## src/rtl/mac_ram_unit.sv

```systemverilog
// Signed 8x8 multiply-accumulate lane with a 19-bit wrapping accumulator, plus a
// 64 x 19-bit result RAM with a registered, read-first read port.
module mac_ram_unit #(
  parameter int unsigned DATA_W = 8,
  parameter int unsigned ACC_W  = 19,
  parameter int unsigned ADDR_W = 6,
  parameter int unsigned DEPTH  = 64
) (
  input  logic                     clk,
  input  logic                     reset,
  input  logic signed [DATA_W-1:0] mac_a,
  input  logic signed [DATA_W-1:0] mac_b,
  input  logic                     mac_clear,
  output logic signed [ACC_W-1:0]  mac_out,
  input  logic        [ACC_W-1:0]  ram_din,
  input  logic                     ram_we,
  input  logic        [ADDR_W-1:0] ram_addr,
  output logic        [ACC_W-1:0]  ram_dout
);

  localparam int unsigned ProdW = 2 * DATA_W;

  logic signed [ProdW-1:0] product;
  logic signed [ACC_W-1:0] product_ext;
  logic signed [ACC_W-1:0] acc_next;

  logic [ACC_W-1:0] mem [DEPTH];

  always_comb begin
    product     = mac_a * mac_b;
    product_ext = {{(ACC_W - ProdW){product[ProdW-1]}}, product};
    // A clear restarts with this cycle's product rather than zero.
    acc_next    = mac_clear ? product_ext : mac_out + product_ext;
  end

  always_ff @(posedge clk) begin
    if (reset) begin
      mac_out <= '0;
    end else begin
      mac_out <= acc_next;
    end
  end

  // Array contents survive reset; only the write is gated.
  always_ff @(posedge clk) begin
    if (!reset && ram_we) begin
      mem[ram_addr] <= ram_din;
    end
  end

  always_ff @(posedge clk) begin
    if (reset) begin
      ram_dout <= '0;
    end else begin
      ram_dout <= mem[ram_addr];
    end
  end

endmodule

```

## config.mk

```make
export PLATFORM = sky130hd
export DESIGN_NAME = mac_ram_unit
export DESIGN_NICKNAME = d
export VERILOG_FILES = /design/src/rtl/mac_ram_unit.sv
export SDC_FILE = /design/constraint.sdc
export NUM_CORES = 1
export LEC_CHECK = 0
export ABC_CLOCK_PERIOD_IN_PS = 6800
export CAP_MARGIN = 20
export CORE_ASPECT_RATIO = 0.9
export CORE_MARGIN = 1.5
export CORE_UTILIZATION = 50
export CTS_BUF_LIST = sky130_fd_sc_hd__clkbuf_4 sky130_fd_sc_hd__clkbuf_8
export CTS_CLUSTER_DIAMETER = 100
export DETAILED_ROUTE_END_ITERATION = 7
export HOLD_SLACK_MARGIN = 0.05
export MAX_ROUTING_LAYER = met4
export PLACE_DENSITY = 0.71
export RECOVER_POWER = 25
export REMOVE_ABC_BUFFERS = 1
export SLEW_MARGIN = 30
export SYNTH_ARGS = -nofsm -noshare
export SYNTH_HDL_FRONTEND = slang
export SYNTH_SLANG_ARGS = --single-unit
export TNS_END_PERCENT = 1
```

## constraint.sdc

```tcl
create_clock -name clk -period 6.8 [get_ports clk]
set_clock_uncertainty 0.2 [all_clocks]
set_input_delay 1.36 -clock clk [delete_from_list [all_inputs] [get_ports clk]]
set_output_delay 1.36 -clock clk [all_outputs]
set_load 0.03 [all_outputs]
```

; Yosys cells after proc, flatten, opt, wreduce, memory -nomap -nowiden
; Memory sizes are Yosys's and may differ from the RTL's. A register that Yosys moved wholly into a read port is not among the register bits.
; Cells that the tools add are included.
; W data, S select, Z words.
[op_classes]
add_sub_neg = 1
multipliers = 1
mux = 3
n_reduce_logical = 2
[op_table]
columns = op, count
row1 = $add A19 B16 Y19, 1
row2 = $mux W19, 1
row3 = $mul A8 B8 Y16, 1
row4 = $mux W1, 2
row5 = $logic_and A1 B1 Y1, 1
row6 = $logic_not A1 Y1, 1
[totals]
reg_bits = 19
mem_bits_rw = 1216
inputBits = 45
wordCells = 9
n_memories = 1
[memory_table]
columns = memory, depth, word_bits, rd, rd_clocked_by_memory_dff, write_ports, line
row1 = mem, 64, 19, 1, 1, 1, 27  ; logic [ACC_W-1:0] mem [DEPTH];

; Longest topological paths before layout
[logic_depth]
ltp_word = 4
ltp_mapped = 25
ltp_nobuf = 25

; Least setup slack after synthesis
; No wires, ideal clock.
[synth_path]
kind = in2reg
startpoint = input port mac_a[5]
endpoint = register mac_out[18]
setup_time_ns = 0.060
arrival_time_ns = 6.355
required_time_ns = 6.540
setup_slack_ns = 0.185
stages = 23
n_path_buf = 0
path_cell_list = and2_1 > fa_1 > inv_1 > fa_1 > inv_1 > fa_1 > inv_1 > fa_1 > inv_1 > ha_1 > a21oi_1 > o21ai_0 > o41ai_1 > o21ai_0 > xor2_1 > ha_1 > a21o_1 > a21oi_1 > o21bai_1 > nor4b_1 > mux2i_1 > a211o_1 > nand2_1
[synth_between]
elab_chain_cells = 3
[synth_lines]
columns = item, line
row1 = start: declaration, 11  ; input logic signed [DATA_W-1:0] mac_a,
row2 = $mul A8 B8 Y16 (*), 30  ; product = mac_a * mac_b;
row3 = $add A19 B16 Y19, 33  ; acc_next = mac_clear ? product_ext : mac_out + product_ext;
row4 = $mux W19 (*), 33
row5 = end signal: assignment, 40  ; mac_out <= acc_next;
row6 = end: declaration, 14  ; output logic signed [ACC_W-1:0] mac_out,
; Mark *: on every way between the ends. The rest lies on a longest branch, timed or not.
; A chain may end at the register's enable or synchronous reset.

; Final worst setup path
[layout_path]
startpoint = input port mac_a[3]
endpoint = register mac_out[18]
; Same word-level chain as after synthesis.

==> metrics.md <==
| Metric | Value |
|---|---|
| Outcome | `finished with violations` |
| Failing checks | `max-capacitance violations, max-slew violations` |
| Final Wtd Congestion | `0.950` |
| Area Growth Syn to Fin | `14.4%` |
| Leakage power | `19.5 nW` |
| Iter 0 DRT Violations | `4918` |
| Post-DRT Antenna Nets | `0` |
| Final hold violation count | `0` |
| WL final | `148 mm` |
| Die width | `339 um` |
| Vias in the first global route | `30300` |
| Synthesized area | `0.0509 mm2` |
| Post-synthesis sequential area ratio | `73.3%` |
| EDFF count, synth | `1216` |
| Largest area contributor in the netlist | `edfxtp_1` |
| Core Rows | `110` |
| Slowest-stage cell, CP | `fa_1` |
| Setup Crit Path Kind | `in -> reg` |
| GRT Residual Overflow | `0` |
| CP startpoint kind | `input pin` |
| Fillcell total | `7519` |
| Cell variety after synth | `74` |
| CTS Root Buffer Type | `clkbuf_8` |
| Top cells by area, synth | `edfxtp_1 72%, a221oi_1 2.7%, mux4_2 2.7%` |
| Flops & latches, synth | `1254` |
| # Max-Cap Violations | `17` |
| Core area | `0.100 mm2` |
| Synthesized instance count | `3025` |
| Clk_lat worst skew | `860 ps` |
| Vias/cell | `6.41` |
| CP required | `7400 ps` |
| Post-route cell area | `0.0582 mm2` |
| Clk sinks | `1254` |
| Hpwl dp | `86.4 mm` |
| Die area | `0.104 mm2` |
| Port bufs | `82` |
| Syn. warnings | `0` |
| Final setup vio count | `0` |
| DP Worst Slack | `-865 ps` |
| Worst hold path type | `reg -> reg` |
| Post-DP Area | `0.0543 mm2` |
| Max-slew violation count | `1105` |
| Crit share post-route | `98.0%` |
| Crit-path max cell delay | `530 ps` |
| Hold-fix buffers at CTS | `0` |
| WP data arrival | `7260 ps` |
| Share of async-settable or async-resettable flops after synthesis | `0%` |
| Pin count of the biggest net entering global routing | `65` |
| Fin util | `57.9%` |
| DRT Pass-1 Iters | `6` |
| Main synth FF type | `edfxtp_1` |
| H-tree depth | `4` |
| Clk buf depth | `3` |
| CTS tree | `yes` |
| Critical Path Sink Type | `flip-flop` |
| Fmax | `150 MHz` |
| Initial antenna violation count | `2` |
| IO Pins | `83` |
| Global-route wire length before repair | `211 mm` |
| Clock transition at path regs | `70 ps` |
| Final Critical Period | `6660 ps` |
| Layout Nets | `3495` |
| Relative slew slack | `-145%` |
| Residual DRC | `0` |
| Global Route Usage Sum | `29.1%` |
| Syn Area/Cell | `16.8 um2` |
| VDD IR max | `341 uV` |
| Initial core utilization | `50.6%` |
| PD cells | `330 mW/mm2` |
| Die Y | `306 um` |
| Total number of vias | `31000` |
| Tightest Pin Transition | `3670 ps` |
| Commonest non-fill, non-tap cells in the layout | `1216 x edfxtp_1, 201 x buf_4, 196 x clkbuf_8` |
| Layout cells sized above 1 | `22.4%` |
| Cts bufs inserted | `190` |
| Critical-path maximum fanout | `4` |
| Final worst slack | `137 ps` |
| Post-synth top area share | `71.8%` |
| Drt wl/cell | `30.5 um` |
| Most common cell after layout, fill and taps aside | `edfxtp_1` |
-- worst paths after layout --
| kind | from | end | slack [ps] | cells past startpoint |
|---|---|---|---|---|
| setup / recovery | mac_a[3] | mac_out[18] | 140 | 26 |
| setup reg to reg | mem[45][4] | ram_dout[4] | 3430 | 7 |
| hold reg to reg | mac_out[0] | mac_out[0] | 440 | 3 |
| hold / removal | mac_out[0] | mac_out[0] | 440 | 3 |
-- metal layers --
metal	GRT usage, %	part of all wire, %	routed length, um
met1	39.0	37	55000
met2	41.8	44	65200
met3	9.43	15	21700
met4	10.1	3.9	5800
met5	-	0	0
-- synth_stat cells, drive strengths merged, types with 46 or more instances --
cell type,count
edfxtp,1216
nor2,226
a221oi,165
a21oi,138
mux2i,126
buf,119
a22oi,112
nand2,93
inv,89
mux2,68
o22ai,67
mux4,61
clkbuf,58
fa,56
ha,49
o21ai,46
-- critical path: cells and delay by family --
family                   cells  cell delay [ps]
AND/OR/NAND/NOR              5              800
AO/OA/AOI/OAI                8             1610
adder cells (fa/ha/maj)      6             2470
multiplexers                 1              160
XOR/XNOR                     1              160
buffers and inverters        5              680
-- area by class of cell --
type / count / area (um2) / area share, %
diodes: 4 / 10.0 / 0.0172
clock buffers: 265 / 3220 / 5.53
clock inverters: 69 / 577 / 0.991
inverters: 90 / 339 / 0.583
multi-input cells: 1504 / 12700 / 21.8
flip-flops and latches: 1254 / 37300 / 64.1
well taps: 1344 / 1680 / 2.89
repair buffers: 305 / 2410 / 4.14
-- where the power goes --
group          switching [W]  total (W)  internal [W]
Sequential         0.0000411    0.00862       0.00858
Combinational        0.00239    0.00432       0.00193
Clock                0.00292    0.00625       0.00333
-- what timing repair did --
| action | CTS | global route |
|---|---|---|
| gates resized for setup | 1 | 26 |
| endpoints found under the setup margin | 1 | 3 |
| pin swaps | 0 | 11 |
| setup buffers | 0 | 4 |
-- cell families after synthesis --
logic type / synth area share (%)
AND/OR/NAND/NOR: 3.76
flip-flops: 73.3
AO/OA/AOI/OAI: 9.83
multiplexers: 6.71
buffers and inverters: 2.53
adder cells (fa/ha/maj): 3.41
XOR/XNOR: 0.499
-- per-stage QoR --
step                      power, W  setup TNS (ps)  hold slack [ps]  instances
after floorplan             0.0111               0              394       2848
after global placement      0.0127           -4270              399       4491
after detailed placement    0.0128           -4690              428       4492
after CTS                   0.0190               0              443       4826
after global routing        0.0199            -105              469       4835
final                       0.0192               0              438       4835
-- state kept, by name, summed over array words and instances, names as in the netlist --
name,flops
mac_out,19
mem,1216
ram_dout,19
No activity file was read; power rests on OpenSTA's default activity.
